==> src/rtl/clk_div_phase_gen.sv <==
// Programmable divided clock with phase offset and a phase-0 reference tick.
// Config is double-buffered: loads land in pending regs and are promoted only at a period boundary.
module clk_div_phase_gen #(
  parameter int CNT_W = 8
) (
  input  logic             clk,
  input  logic             rst,
  input  logic             en,
  input  logic             load,
  input  logic [CNT_W-1:0] div_ratio,
  input  logic [CNT_W-1:0] phase_off,
  output logic             clk_out,
  output logic             ref_tick,
  output logic             rise,
  output logic             locked,
  output logic             cfg_err,
  output logic [1:0]       state_dbg
);

  typedef enum logic [1:0] {
    IDLE  = 2'd0,
    RUN   = 2'd1,
    DRAIN = 2'd2
  } state_t;

  state_t           state, state_nx;
  logic [CNT_W-1:0] ref_cnt, cnt_nx, k_adv;
  logic [CNT_W-1:0] act_n, act_p, pend_n, pend_p, use_n, use_p;
  logic             act_v, pend_v;
  logic             load_ok, wrap, promote_pend, promote_load, out_en, wave_nx;

  // Level of the generated clock at count k: ((k - p) mod n) < n/2, computed without overflow.
  function automatic logic wave_at(input logic [CNT_W-1:0] k,
                                   input logic [CNT_W-1:0] n,
                                   input logic [CNT_W-1:0] p);
    logic [CNT_W:0] d;
    if (k >= p) d = {1'b0, k} - {1'b0, p};
    else        d = {1'b0, k} + {1'b0, n} - {1'b0, p};
    return d < {2'b00, n[CNT_W-1:1]};
  endfunction

  assign load_ok = load && (div_ratio[CNT_W-1:1] != '0) && (phase_off < div_ratio);
  assign wrap    = (ref_cnt == act_n - CNT_W'(1));
  assign k_adv   = wrap ? '0 : ref_cnt + CNT_W'(1);

  always_comb begin
    state_nx     = state;
    cnt_nx       = '0;
    use_n        = act_n;
    use_p        = act_p;
    promote_pend = 1'b0;
    promote_load = 1'b0;
    out_en       = 1'b0;
    case (state)
      IDLE: begin
        if (en && (load_ok || pend_v || act_v)) begin
          state_nx = RUN;
          out_en   = 1'b1;
          // A load on the start edge is used directly, bypassing the pending regs.
          if (load_ok) begin
            promote_load = 1'b1;
            use_n        = div_ratio;
            use_p        = phase_off;
          end else if (pend_v) begin
            promote_pend = 1'b1;
            use_n        = pend_n;
            use_p        = pend_p;
          end
        end
      end
      RUN: begin
        cnt_nx = k_adv;
        out_en = 1'b1;
        if (wrap && pend_v) begin
          promote_pend = 1'b1;
          use_n        = pend_n;
          use_p        = pend_p;
        end
        if (!en) state_nx = DRAIN;
      end
      DRAIN: begin
        cnt_nx = k_adv;
        out_en = 1'b1;
        if (en) begin
          state_nx = RUN;
        end else if (!wave_at(k_adv, act_n, act_p)) begin
          // Stop only once the clock would be low, so a high phase is never cut short.
          state_nx = IDLE;
          cnt_nx   = '0;
          out_en   = 1'b0;
        end
      end
      default: state_nx = IDLE;
    endcase
  end

  assign wave_nx = wave_at(cnt_nx, use_n, use_p);

  always_ff @(posedge clk) begin
    if (rst) begin
      state    <= IDLE;
      ref_cnt  <= '0;
      act_n    <= '0;
      act_p    <= '0;
      act_v    <= 1'b0;
      pend_n   <= '0;
      pend_p   <= '0;
      pend_v   <= 1'b0;
      clk_out  <= 1'b0;
      ref_tick <= 1'b0;
      rise     <= 1'b0;
      cfg_err  <= 1'b0;
    end else begin
      state   <= state_nx;
      ref_cnt <= cnt_nx;
      if (promote_load || promote_pend) begin
        act_n <= use_n;
        act_p <= use_p;
        act_v <= 1'b1;
      end
      if (load_ok && !promote_load) begin
        pend_n <= div_ratio;
        pend_p <= phase_off;
        pend_v <= 1'b1;
      end else if (promote_pend || promote_load) begin
        pend_v <= 1'b0;
      end
      clk_out  <= out_en & wave_nx;
      ref_tick <= out_en & (cnt_nx == '0);
      rise     <= out_en & (cnt_nx == use_p);
      cfg_err  <= load & ~load_ok;
    end
  end

  assign locked    = (state == RUN);
  assign state_dbg = state;

endmodule

==> config.mk <==
export PLATFORM = sky130hd
export DESIGN_NAME = clk_div_phase_gen
export DESIGN_NICKNAME = d
export VERILOG_FILES = /design/src/rtl/clk_div_phase_gen.sv
export SDC_FILE = /design/constraint.sdc
export NUM_CORES = 1
export LEC_CHECK = 0
export CAP_MARGIN = 15
export CORE_ASPECT_RATIO = 1.25
export CORE_UTILIZATION = 60
export CTS_CLUSTER_DIAMETER = 30
export DETAILED_ROUTE_END_ITERATION = 8
export MAX_ROUTING_LAYER = met4
export PLACE_DENSITY = 0.8
export SLEW_MARGIN = 20
export SYNTH_ARGS = -nofsm -noshare
export SYNTH_HDL_FRONTEND = slang
export SYNTH_SLANG_ARGS = --single-unit
export TNS_END_PERCENT = 1
==> constraint.sdc <==
create_clock -name clk -period 18.6 [get_ports clk]
set_input_delay 2.79 -clock clk [delete_from_list [all_inputs] [get_ports clk]]
set_output_delay 2.79 -clock clk [all_outputs]
set_load 0.05 [all_outputs]
# After elaboration in Yosys (flattened, before gate mapping)
# Index checks and enable logic that the tools add are counted.
# totals
ff_bits,48
# classes
addsub,8
magnitude_cmp,5
n_eq_ne,7
muxes,37
bitwise_logic,5
reduce_logical,14
# ops
cell,count
8-bit 2-to-1 mux,11
8-bit case mux with 2 select lines,3
9-bit 2-to-1 mux,4
8-bit by 8-bit adder with 9-bit output,2
9-bit by 7-bit < comparator with 1-bit output,2
8-bit by 8-bit subtractor with 9-bit output,2
9-bit by 8-bit subtractor with 9-bit output,2
8-bit == test,2
8-bit >= comparator,2
1-bit 2-to-1 mux,12
8-bit by 1-bit adder with 8-bit output (second input constant),1
8-bit zero test,1
8-bit < comparator,1
2-bit 2-to-1 mux,4
8-bit by 1-bit subtractor with 8-bit output (second input constant),1
7-bit nonzero test,1
2-bit case mux with 3 select lines,1
1-bit logical AND,5
1-bit AND,4
2-bit inequality test (second input constant),2
1-bit logical OR,3
3-bit inequality test (second input constant),1
1-bit case mux with 3 select lines,1
3-bit AND reduction,1
other kinds (7),7

# Longest topological paths before layout
# logic_depth
ltp_word,17
depth_mapped,46

# Worst setup path after synthesis
# OpenSTA, ideal clock, no wires.
# synth_timing
path_kind,reg2reg
startpoint,register act_n[1]
endpoint,register clk_out
setup_ns,0.092
t_arrival_ns,8.687
required_time_ns,18.508
slack_ns,9.821
path_stages_with_launch,45
path_buffers,6
path_cell_list,dfxtp_1 buf_2 inv_1 ha_1 o21bai_1 a211oi_1 o31ai_4 a211oi_1 clkbuf_1 clkbuf_1 nand2b_1 inv_1 ha_1 nor2_1 a21oi_1 o211ai_1 nand2_1 clkbuf_1 (+9 left out) clkbuf_1 nor3_1 ha_1 or2_2 a21oi_1 a21oi_1 a211o_1 clkbuf_1 nor2_1 a21oi_1 ha_1 a21o_1 a21o_1 a21oi_1 nor2b_1 o21ai_0 nand2b_1 nor4_1
# synth_via
elab_chain_len,17
# synth_rtl
item,line_no,source
from (decl),28,"logic [CNT_W-1:0] act_n, act_p, pend_n, pend_p, use_n, use_p;"
from (signal assigned),117,act_n <= use_n;
8-bit by 1-bit subtractor with 8-bit output,43,assign wrap = (ref_cnt == act_n - CNT_W'(1));
8-bit == test,43,
8-bit 2-to-1 mux,44,assign k_adv = wrap ? '0 : ref_cnt + CNT_W'(1);
8-bit by 8-bit adder with 9-bit output,38,"else d = {1'b0, k} + {1'b0, n} - {1'b0, p};"
9-bit by 8-bit subtractor with 9-bit output,38,
9-bit 2-to-1 mux,37,"if (k >= p) d = {1'b0, k} - {1'b0, p};"
9-bit 2-to-1 mux,84,if (en) begin
9-bit 2-to-1 mux,54,case (state)
(+2 left out),--,
8-bit 2-to-1 mux,84,
8-bit case mux with 2 select lines *,54,
net cnt_nx[5],27,"logic [CNT_W-1:0] ref_cnt, cnt_nx, k_adv;"
8-bit by 8-bit adder with 9-bit output,38,
9-bit by 8-bit subtractor with 9-bit output,38,
9-bit 2-to-1 mux *,37,
9-bit by 7-bit < comparator with 1-bit output *,39,"return d < {2'b00, n[CNT_W-1:1]};"
1-bit AND *,128,clk_out <= out_en & wave_nx;
to (signal assigned),128,
to (decl),12,"output logic clk_out,"
# The timed path passes the listed nets; every way through them passes the cells marked *. The select of a mux whose other input is x is not followed.
# A chain may end at the register's enable or synchronous reset.

# Worst setup path in the final report
# Ends and elaborated chain as after synthesis.

==> results.yml <==
critical_path:
  cp_max_fo: 23
  cp.arrival_ns: 9.82
  worstSetupEndpointType: "register"
  slowest_stage: "dfxtp_1"
  path_class: "reg -> reg"
  worstReg2RegStart: "act_n[1]"
  max_stage_delay_ns: 0.57
  cp.required_ns: 18.83
  critical-path-top-delay-family: "compound AO/OA/AOI/OAI gates"
  cp_num_buf_inv: 4
  cp-start-kind: "register"
  crit_path_start: "act_n[1]"
place:
  gp_congestion: 0.958
  post-dp-hpwl_um: 11800
  port-buffer-count: 26
  place_inst: 770
synth:
  synth_warnings: 0
  synth_cells: 672
  synth.area.mux_share: 0.00820
  synthXorXnorAreaFrac: 0.0591
  synth_area_per_cell_um2: 7.72
  synth_cell_types: 66
  ys_seq_area_frac: 0.185
  syn_nets: 769
  synth_top_family_by_area: "compound AO/OA/AOI/OAI gates"
  syn-cell-area_um2: 5190
  post_synth_fa_ha_maj_area_fraction: 0.212
  postSynth.asyncResetShare: 0
  synth_edf_count: 0
  ys_ff_latch: 48
  synthSimpleGateAreaFrac: 0.226
  synth_compound_area_frac: 0.241
  synth_ff_type: "dfxtp_1"
final_layout:
  num_antenna_cells: 0
  areaGrowthSynthToFinish_pct: 7.19
  finalNonFillerCells: 778
  drive_above_1_share: 0.0411
  fin_nets: 777
routing:
  vias: 5080
  dr_wl_met2_um: 7140
  drcViolationCount: 0
  ant_nets: 0
  wl_met1_um: 6030
  wl_met3_um: 798
  drt_iter0_drc: 396
  wl_per_cell_um: 19.2
  routed.top_layer: "met4"
  via_per_inst: 6.53
  finalWirelength_um: 14900
  first_pass_iters: 5
timing:
  hold_viol_final: 0
  worst-slew-pin-transition_ns: 0.973
  final_max_slew_viol_count: 0
  fin_crit_ns: 9.60
  finalClockSkew_ns: 0.0119
  max_slew_margin: 0.346
  final.period_utilization: 0.516
  max_freq_mhz: 104
  finalSetupViolations: 0
  fin_tns_setup_ns: 0
  grt_setup_unrepaired: "no"
floorplanning:
  start_util: 0.626
  die_h_um: 106
  io_pins: 27
  rows: 37
  coreArea_um2: 8290
  dieArea_um2: 9020
  die_w_um: 85.2
global_route:
  antenna_found_initial: 0
  grt_pass1_wl_um: 24200
  grt_use_total: 0.356
  gr-total-overflow: 0
  grt_start_max_net_pins: 48
  first_global_vias: 4941
clocking:
  cts_htree_levels: 2
  postCtsSetupBuffers: 0
  tritoncts: "yes"
  hold_buffers: 0
  clkTransAtPathRegs_ns: 0.10
  clock_latency_ns: 0.33
  clock_path_buffers: 2
  cts_buffers: 5
  clockRootBuffer: "clkbuf_8"
  cts.repair.resized: 0
  cts_sinks: 48
status:
  status: "completed"
power_and_ir_drop:
  p_leak_nw: 2.34
  vdd_drop_max_mv: 0.172
  cellPowerDensity_nw_per_um2: 156
job:
  maxCapViolations: 0
worst_hold_path:
  worstHoldStart: "pend_n[2]"
  min_path_type: "reg -> reg"
[area by class of cell]
type	count	area [µm²]
Multi-Input combinational cell	536	3870
Inverter	59	221
Fill cell	746	2730
Clock buffer	5	68.8
Clock inverter	3	23.8
Timing Repair Buffer	30	290
Tap cell	97	121
Sequential cell	48	961
[cells in the mapped netlist (4+ instances only)]
cell      instances  area share
nor2_1           68       0.049
ha_1             59        0.14
inv_1            59       0.043
nand2_1          55       0.040
a21oi_1          48       0.046
dfxtp_1          48        0.19
o21ai_0          28       0.027
nand3_1          26       0.025
clkbuf_1         22       0.016
nand2b_1         20       0.024
nor3_1           20       0.019
fa_1             18       0.069
xor2_1           18       0.030
xnor2_1          17       0.029
a21o_1           14       0.020
nand4_1           9       0.011
nor4_1            9       0.011
a211oi_1          8       0.012
o211ai_1          8       0.012
o21a_1            8       0.012
a222oi_1          7       0.014
a31oi_1           7      0.0084
o31ai_1           7       0.010
or3_1             7      0.0084
nor2b_1           5      0.0060
a211o_1           4      0.0068
and2_1            4      0.0048
buf_2             4      0.0039
[kinds of logic (layout without fill, tap and decap cells)]
kind of cell / Yosys count / in the layout
xor gates and xnor gates: 35 / 35
AOI/OAI and AO/OA: 180 / 180
muxes: 4 / 4
DFF: 48 / 48
adders and majority gates: 77 / 77
and+or+nand+nor: 240 / 240
buffers and inverters: 88 / 97
[worst reg2reg max path: cells and delay by family (launching register included)]
kind / cells / cell delay, ns
compound gates: 21 / 4.40
fa+ha+maj: 5 / 1.50
buf+inv: 4 / 0.68
flops: 1 / 0.57
mux: 1 / 0.36
simple gates: 9 / 1.99
[report_power, final]
part           internal [W]  switching, W  total [W]
clock             0.0000267     0.0000409  0.0000676
sequential         0.000115     0.0000143   0.000129
combinational      0.000284      0.000388   0.000672
[metal layers]
metal / vias to the layer above / global-route usage
li1: 2414 / -
met1: 2407 / 0.417
met2: 209 / 0.577
met3: 50 / 0.0450
met4: 0 / 0.226
met5: - / -
[metrics by stage]
| step | area [µm²] | worst slack [ns] | power, W | hold slack [ns] | utilization |
|---|---|---|---|---|---|
| global route | 5560 | 8.23 | 0.000948 | 0.487 | 0.671 |
| finish | 5560 | 9.00 | 0.000868 | 0.463 | 0.671 |
| floorplan | 5190 | 9.82 | 0.000640 | 0.432 | - |
| global placement | 5470 | 9.50 | 0.000768 | 0.443 | 0.660 |
| detailed placement | 5470 | 9.17 | 0.000787 | 0.449 | 0.660 |
| CTS | 5560 | 9.11 | 0.000857 | 0.463 | 0.671 |
[final timing paths]
check               to  slack [ns]  depth (start not counted)
max            clk_out        9.00                         40
min          pend_n[2]        0.46                          2
max reg2reg    clk_out        9.00                         40
min reg2reg  pend_n[2]        0.46                          2
[sequential cells by signal, indices dropped and copies added (netlist names)]
name and cells:
act_n 8, act_p 8, pend_n 8, pend_p 8
ref_cnt 8, state_dbg 2, act_v 1, cfg_err 1
clk_out 1, pend_v 1, ref_tick 1, rise 1
[cell usage in the layout, fill, tap and decap left out, types with 7 or more instances in the layout]
cell type	n
a211oi_1	7
a222oi_1	7
o21a_1	8
inv_1	59
a21oi_1	48
or3_1	7
xnor2_1	17
dfxtp_1	48
a21o_1	14
ha_1	59
nor3_1	20
nand3_1	26
xor2_1	18
o31ai_1	7
fa_1	18
nand2_1	55
nand4_1	9
nor2_1	68
clkdlybuf4s50_1	26
a31oi_1	7
o211ai_1	8
nor4_1	9
nand2b_1	20
o21ai_0	28
Power figures use the tool's default switching activity.
